[src/rtl/fifo_wr_guard_pkg.sv]
// Shared types and helpers for the write-side guard of the async stream FIFO.
package fifo_wr_guard_pkg;

   typedef enum logic [1:0] {
      WG_BLOCK = 2'd0,
      WG_RUN   = 2'd1,
      WG_DROP  = 2'd2
   } wr_guard_state_e;

   localparam int SKID_DEPTH = 2;

   // Saturating add for statistics counters up to 32 bits wide; result clamps at 2^width-1.
   function automatic logic [31:0] sat_add(input logic [31:0] cnt,
                                           input logic [1:0]  inc,
                                           input int unsigned width);
      logic [32:0] sum;
      logic [32:0] max_val;
      max_val = (33'd1 << width) - 33'd1;
      sum     = {1'b0, cnt} + {31'd0, inc};
      return (sum > max_val) ? max_val[31:0] : sum[31:0];
   endfunction

endpackage

[src/rtl/fifo_wr_guard_if.sv]
// Stream input, FIFO write port and statistics of the write guard, bundled as one interface.
interface fifo_wr_guard_if #(
   parameter int DSIZE = 16,
   parameter int CNT_W = 16
);
   logic             en_wr_en;
   logic [DSIZE-1:0] s_data;
   logic             s_valid;
   logic             s_last;
   logic             s_ready;
   logic             fifo_full;
   logic             fifo_wr_en;
   logic [DSIZE:0]   fifo_din;
   logic [CNT_W-1:0] pkt_cnt;
   logic [CNT_W-1:0] drop_cnt;

   // master: upstream source plus FIFO/sequencer side; slave: the guard itself
   modport master (
      output en_wr_en, s_data, s_valid, s_last, fifo_full,
      input  s_ready, fifo_wr_en, fifo_din, pkt_cnt, drop_cnt
   );

   modport slave (
      input  en_wr_en, s_data, s_valid, s_last, fifo_full,
      output s_ready, fifo_wr_en, fifo_din, pkt_cnt, drop_cnt
   );
endinterface

[src/rtl/fifo_wr_guard_skid.sv]
// Two-entry register skid buffer; head entry is always slot 0, flush empties it in one cycle.
module wr_skid_buf
   import fifo_wr_guard_pkg::*;
#(
   parameter int W = 17
) (
   input  logic         clk,
   input  logic         rst,
   input  logic [W-1:0] in_data,
   input  logic         in_valid,
   output logic         in_ready,
   output logic [W-1:0] out_data,
   output logic         out_valid,
   input  logic         out_ready,
   input  logic         flush,
   output logic [1:0]   occupancy
);

   logic [W-1:0] slot_q [SKID_DEPTH];
   logic [W-1:0] slot_d [SKID_DEPTH];
   logic [1:0]   occ_q, occ_d;
   logic         push, pop;

   assign in_ready  = (occ_q != 2'd2);
   assign out_valid = (occ_q != 2'd0);
   assign out_data  = slot_q[0];
   assign occupancy = occ_q;
   assign push      = in_valid && in_ready;
   assign pop       = out_valid && out_ready;

   always_comb begin
      slot_d = slot_q;
      occ_d  = occ_q;
      if (flush) begin
         occ_d = 2'd0;
      end else begin
         if (pop) begin
            slot_d[0] = slot_q[1];
            occ_d     = occ_q - 2'd1;
         end
         // A push lands behind whatever survives the pop, so order is preserved.
         if (push) begin
            if (occ_d == 2'd0) slot_d[0] = in_data;
            else               slot_d[1] = in_data;
            occ_d = occ_d + 2'd1;
         end
      end
   end

   always_ff @(posedge clk or posedge rst) begin
      if (rst) begin
         occ_q <= 2'd0;
         for (int i = 0; i < SKID_DEPTH; i++) slot_q[i] <= '0;
      end else begin
         occ_q  <= occ_d;
         slot_q <= slot_d;
      end
   end

endmodule

[src/rtl/fifo_wr_guard.sv]
// Write-side front end of the async stream FIFO: gates writes on the sequencer enable,
// discards the tail of packets cut by a FIFO reset and keeps packet/drop statistics.
module fifo_wr_guard
   import fifo_wr_guard_pkg::*;
#(
   parameter int DSIZE = 16,
   parameter int CNT_W = 16
) (
   input  logic            wr_clk,
   input  logic            wr_rst_Q,
   fifo_wr_guard_if.slave  bus
);

   wr_guard_state_e  state_q, state_d;
   logic             s_ready_q, s_ready_d;
   logic             in_pkt_q, in_pkt_d;
   logic [CNT_W-1:0] pkt_cnt_q, pkt_cnt_d;
   logic [CNT_W-1:0] drop_cnt_q, drop_cnt_d;
   logic [1:0]       drop_inc;

   logic             accept, push, push_ok, flush, wr_fire;
   logic             buf_in_ready, buf_out_valid, buf_out_ready;
   logic [DSIZE:0]   buf_out_data;
   logic [1:0]       occ, occ_next;

   assign accept        = bus.s_valid && s_ready_q;
   assign push          = accept && (state_q == WG_RUN) && bus.en_wr_en;
   assign push_ok       = push && buf_in_ready;
   assign flush         = (state_q == WG_RUN) && !bus.en_wr_en;
   assign buf_out_ready = (state_q == WG_RUN) && bus.en_wr_en && !bus.fifo_full;
   assign wr_fire       = buf_out_valid && buf_out_ready;
   assign occ_next      = flush ? 2'd0 : occ + {1'b0, push_ok} - {1'b0, wr_fire};

   wr_skid_buf #(.W(DSIZE + 1)) u_skid (
      .clk       (wr_clk),
      .rst       (wr_rst_Q),
      .in_data   ({bus.s_last, bus.s_data}),
      .in_valid  (push),
      .in_ready  (buf_in_ready),
      .out_data  (buf_out_data),
      .out_valid (buf_out_valid),
      .out_ready (buf_out_ready),
      .flush     (flush),
      .occupancy (occ)
   );

   always_comb begin
      state_d  = state_q;
      in_pkt_d = in_pkt_q;
      drop_inc = 2'd0;
      if (accept) in_pkt_d = !bus.s_last;
      case (state_q)
         WG_BLOCK: begin
            if (bus.en_wr_en) state_d = WG_RUN;
         end
         WG_RUN: begin
            // Ready was only granted with at most one beat buffered, so this never exceeds 2.
            if (!bus.en_wr_en) begin
               drop_inc = occ + {1'b0, accept};
               state_d  = in_pkt_d ? WG_DROP : WG_BLOCK;
            end
         end
         WG_DROP: begin
            if (accept) begin
               drop_inc = 2'd1;
               if (bus.s_last) state_d = bus.en_wr_en ? WG_RUN : WG_BLOCK;
            end
         end
         default: state_d = WG_BLOCK;
      endcase
      s_ready_d = (state_d != WG_BLOCK) && ((state_d == WG_DROP) || (occ_next <= 2'd1));
   end

   assign pkt_cnt_d  = CNT_W'(sat_add(32'(pkt_cnt_q), {1'b0, wr_fire && buf_out_data[DSIZE]}, CNT_W));
   assign drop_cnt_d = CNT_W'(sat_add(32'(drop_cnt_q), drop_inc, CNT_W));

   always_ff @(posedge wr_clk or posedge wr_rst_Q) begin
      if (wr_rst_Q) begin
         state_q    <= WG_BLOCK;
         s_ready_q  <= 1'b0;
         in_pkt_q   <= 1'b0;
         pkt_cnt_q  <= '0;
         drop_cnt_q <= '0;
      end else begin
         state_q    <= state_d;
         s_ready_q  <= s_ready_d;
         in_pkt_q   <= in_pkt_d;
         pkt_cnt_q  <= pkt_cnt_d;
         drop_cnt_q <= drop_cnt_d;
      end
   end

   assign bus.s_ready    = s_ready_q;
   assign bus.fifo_wr_en = wr_fire;
   assign bus.fifo_din   = buf_out_data;
   assign bus.pkt_cnt    = pkt_cnt_q;
   assign bus.drop_cnt   = drop_cnt_q;

endmodule

[src/flat_wrapper.sv]
// flat-port wrapper written by rule: the top's interface ports become plain ports
module fifo_wr_guard_flat import fifo_wr_guard_pkg::*;
#(
   parameter int DSIZE = 16,
   parameter int CNT_W = 16
)
  (wr_clk, wr_rst_Q, bus_en_wr_en, bus_s_data, bus_s_valid, bus_s_last, bus_fifo_full, bus_s_ready, bus_fifo_wr_en, bus_fifo_din, bus_pkt_cnt, bus_drop_cnt);
  fifo_wr_guard_if #(.DSIZE(DSIZE), .CNT_W(CNT_W)) bus_i ();
  input  logic wr_clk;
  input  logic wr_rst_Q;
  input wire logic [$bits(bus_i.en_wr_en)-1:0] bus_en_wr_en;
  input wire logic [$bits(bus_i.s_data)-1:0] bus_s_data;
  input wire logic [$bits(bus_i.s_valid)-1:0] bus_s_valid;
  input wire logic [$bits(bus_i.s_last)-1:0] bus_s_last;
  input wire logic [$bits(bus_i.fifo_full)-1:0] bus_fifo_full;
  output wire logic [$bits(bus_i.s_ready)-1:0] bus_s_ready;
  output wire logic [$bits(bus_i.fifo_wr_en)-1:0] bus_fifo_wr_en;
  output wire logic [$bits(bus_i.fifo_din)-1:0] bus_fifo_din;
  output wire logic [$bits(bus_i.pkt_cnt)-1:0] bus_pkt_cnt;
  output wire logic [$bits(bus_i.drop_cnt)-1:0] bus_drop_cnt;
  assign bus_i.en_wr_en = bus_en_wr_en;
  assign bus_i.s_data = bus_s_data;
  assign bus_i.s_valid = bus_s_valid;
  assign bus_i.s_last = bus_s_last;
  assign bus_i.fifo_full = bus_fifo_full;
  assign bus_s_ready = bus_i.s_ready;
  assign bus_fifo_wr_en = bus_i.fifo_wr_en;
  assign bus_fifo_din = bus_i.fifo_din;
  assign bus_pkt_cnt = bus_i.pkt_cnt;
  assign bus_drop_cnt = bus_i.drop_cnt;
  fifo_wr_guard #(.DSIZE(DSIZE), .CNT_W(CNT_W)) u_core (.wr_clk(wr_clk), .wr_rst_Q(wr_rst_Q), .bus(bus_i));
endmodule
[config.mk]
export PLATFORM = sky130hd
export DESIGN_NAME = fifo_wr_guard_flat
export DESIGN_NICKNAME = d
export VERILOG_FILES = /design/src/rtl/fifo_wr_guard_pkg.sv /design/src/rtl/fifo_wr_guard_if.sv /design/src/rtl/fifo_wr_guard_skid.sv /design/src/rtl/fifo_wr_guard.sv /design/src/flat_wrapper.sv
export SDC_FILE = /design/constraint.sdc
export NUM_CORES = 1
export LEC_CHECK = 0
export BUFFER_PORTS_ARGS = -buffer_cell sky130_fd_sc_hd__buf_2
export CELL_PAD_IN_SITES_DETAIL_PLACEMENT = 0
export CELL_PAD_IN_SITES_GLOBAL_PLACEMENT = 2
export CORE_MARGIN = 5
export CORE_UTILIZATION = 39
export CTS_CLUSTER_SIZE = 14
export DETAILED_ROUTE_END_ITERATION = 12
export HOLD_SLACK_MARGIN = 0.06
export PLACE_DENSITY = 0.95
export SLEW_MARGIN = 10
export SYNTH_ARGS = -nofsm -noshare
export SYNTH_HDL_FRONTEND = slang
export SYNTH_HIERARCHICAL = 1
export SYNTH_SLANG_ARGS = --single-unit
[constraint.sdc]
create_clock -name wr_clk -period 5.1 [get_ports wr_clk]
set_input_delay 1.53 -clock wr_clk [delete_from_list [all_inputs] [get_ports wr_clk]]
set_output_delay 1.53 -clock wr_clk [all_outputs]
set_load 0.05 [all_outputs]
==> impl_metrics.csv <==
group,metric,value,unit
route,postRouteAntennaNets,0,
layout,drive_gt1_share,33.3,%
logic_synthesis,ys_warn_count,6,
setup_path,crit_arrival,4.31,ns
timing,finalSetupViolations,0,
logic_synthesis,synth_top_area_cell,"dfrtp_1",
setup_path,start_kind,"input port",
global_route,grt_overflow,0,
setup_path,r2r_setup_slack,1.71,ns
power_and_ir_drop,powerDensity,526,mW/mm2
timing,finClkSkew,0.00917,ns
layout,fin_cells,547,
route,first_iter_violations,92,
timing,fin_crit,4.03,ns
die,start_util,40.0,%
placed_design,dp.cells,531,
setup_path,worstPathRequired,5.38,ns
route,wl_met3,276,um
clocking,cts.repair.resized,0,
hold_path,hold_path_end,"u_core/u_skid/slot_q[12]",
timing,drv_slew,0,
placed_design,port_buffers,72,
hold_path,min_path_cells,1,
timing,final_hold_viol_count,0,
route,wl,8150,um
global_route,gr-usage-all-layers,14.5,%
placed_design,post-dp-hpwl,5820,um
logic_synthesis,synth_nets,387,
die,die_x,110,um
die,pin_count,73,
layout,syn2layout_area_growth,14.3,%
global_route,grt_pass1_vias,2803,
setup_path,reg2regPathDepth,10,
clocking,hold_buffers,0,
route,routed_via_density,5.04,
route,drt_pass1_iterations,4,
logic_synthesis,ys_types,49,
clocking,postCtsSetupBuffers,0,
route,top_layer,"met4",
logic_synthesis,syn_area,0.00391,mm2
clocking,clock_sinks,72,
clocking,cts-root-buf,"clkbuf_8",
setup_path,cp_max_fo,20,
timing,max_freq,248,MHz
clocking,cts_tree,"built",
clocking,cts_made_buffers,9,
logic_synthesis,synth_ff_type,"dfrtp_1",
layout,n_antenna_cell,0,
logic_synthesis,postSynthAreaPerCell,11.1,um2
global_route,grt_max_degree,43,
timing,fin_crit_sh,79.1,%
setup_path,end_kind,"register",
route,vias,2757,
clocking,htree_levels,3,
hold_path,min-delay-start,"u_core/u_skid/slot_q[12]",
layout,final_cell_mix,"buf_2 (72), dfrtp_1 (72), or3_1 (34)",
setup_path,regToRegEndpoint,"u_core/u_skid/out_data[11]",
route,met2_length,4130,um
placed_design,placed_area,0.00425,mm2
logic_synthesis,synth_top_area_share,46.1,%
outcome,status,"completed",
die,coreArea,0.00977,mm2
flow_run,drv_cap,0,
logic_synthesis,async_flop_share,100,%
power_and_ir_drop,max-vdd-ir-drop,265,uV
die,rows,36,
clocking,clkTransAtPathRegs,0.07,ns
setup_path,r2r_start,"u_core/state_q[1]",
power_and_ir_drop,power.total,2.35,mW
die,dieArea,0.0121,mm2
logic_synthesis,synth_edf_count,0,
logic_synthesis,synth_area_leaders,"dfrtp_1 (46%), or3_1 (5.4%), o221a_2 (4.9%)",
hold_path,min_path_type,"reg2reg",
logic_synthesis,ys_ff_latch,72,
logic_synthesis,yosysSeqAreaShare,46.1,%
timing,relSlewSlack,47.8,%
power_and_ir_drop,p_leak,2.21,nW
global_route,grt_pass1_wl,13800,um
layout,final_nets,444,
layout,fin_area,0.00447,mm2
timing,rsz0062_at_grt,"false",
clocking,clock_path_buffers,2,
layout,fillers,951,
timing,setup_tns,0,ns
route,wl_per_cell,14.9,um
die,die_y,110,um
route,met1Wirelength,3650,um
setup_path,path_class,"in2reg",
placed_design,gp_congestion,0.851,
route,remaining_drc_errors,0,
global_route,antenna_found_initial,0,
clocking,clock_latency,0.34,ns
logic_synthesis,netlist_instances,352,
timing,worst_pin_slew,0.782,ns
## worst max-delay path by stage
stage | startpoint | to | slack [ns] | cells past startpoint
after floorplan | bus_en_wr_en | bus_fifo_wr_en | 1.38 | 3
after global placement | bus_en_wr_en | u_core/u_skid/out_data[14] | 0.89 | 9
after detailed placement | bus_en_wr_en | u_core/u_skid/out_data[6] | 0.71 | 9
after CTS | bus_en_wr_en | u_core/u_skid/out_data[11] | 1.08 | 9
after global routing | bus_en_wr_en | u_core/u_skid/out_data[1] | 0.76 | 9
final | bus_en_wr_en | u_core/u_skid/out_data[11] | 1.07 | 9
## through the flow
stage | utilization, % | hold WS, ns | setup slack, ns
2_1_floorplan | - | 0.474 | 1.38
3_3_place_gp | 43.5 | 0.483 | 0.890
3_5_place_dp | 43.5 | 0.491 | 0.710
4_1_cts | 45.7 | 0.509 | 1.08
5_1_grt | 45.7 | 0.524 | 0.757
6_report | 45.7 | 0.509 | 1.07
## cell type report
class / count / area [um2] / area share [%]
Timing Repair Buffer: 76 / 390 / 8.73
Inverter: 18 / 67.6 / 1.51
Clock inverter: 6 / 92.6 / 2.07
Multi-Input combinational cell: 232 / 1820 / 40.8
Clock buffer: 10 / 128 / 2.85
Sequential cell: 72 / 1800 / 40.3
Tap cell: 133 / 166 / 3.72
## metal layers
metal,vias to the layer above,global-route usage (%)
met1,1346,18.4
met5,-,0
met2,35,24.4
met4,0,5.54
met3,9,3.09
li1,1367,-
## report_power, final
group          internal, mW  leakage (nW)  switching, mW  total (mW)
registers             0.749         0.928          0.123       0.873
logic                 0.365          1.18          0.612       0.977
clock network         0.278         0.103          0.222       0.501
## worst max-delay path, cell delays in order
cell and delay, ns:
buf_2 0.14, nand2_1 0.13, nor2_1 0.18, nand2b_1 0.41, xnor2_1 0.37, ha_1 0.33, nand3b_4 0.21, a21oi_2 0.69
o221a_2 0.30
## logic make-up after synthesis
kind of cell             count (synthesis)  synth area share, %
multiplexers                            26                 8.45
XOR/XNOR                                19                 4.25
adder cells (fa/ha/maj)                 13                 4.35
buffers and inverters                   48                 7.36
AND/OR/NAND/NOR                        127                 19.6
AO/OA/AOI/OAI                           47                 9.92
flip-flops                              72                 46.1
## state kept, by name (all words and copies together), names as in the netlist
name / cells
u_core/bus.pkt_cnt: 16
u_core/bus.s_ready: 1
u_core/u_skid/occupancy: 2
u_core/state_q: 2
u_core/in_pkt_q: 1
u_core/u_skid/out_data: 17
u_core/bus.drop_cnt: 16
u_core/u_skid/slot_q: 17
## synth_stat cells (6+ instances only)
| master | count |
|---|---|
| nor2_1 | 15 |
| mux2_2 | 10 |
| buf_4 | 19 |
| nand2b_1 | 6 |
| nand3_1 | 9 |
| mux2_4 | 11 |
| o221a_2 | 17 |
| xnor2_1 | 12 |
| xor2_1 | 7 |
| nand2_1 | 24 |
| ha_1 | 12 |
| dfrtp_1 | 72 |
| or3_1 | 34 |
| inv_1 | 18 |
| o21ai_0 | 9 |
| and3_1 | 8 |
(Power assumes the default switching activity.)
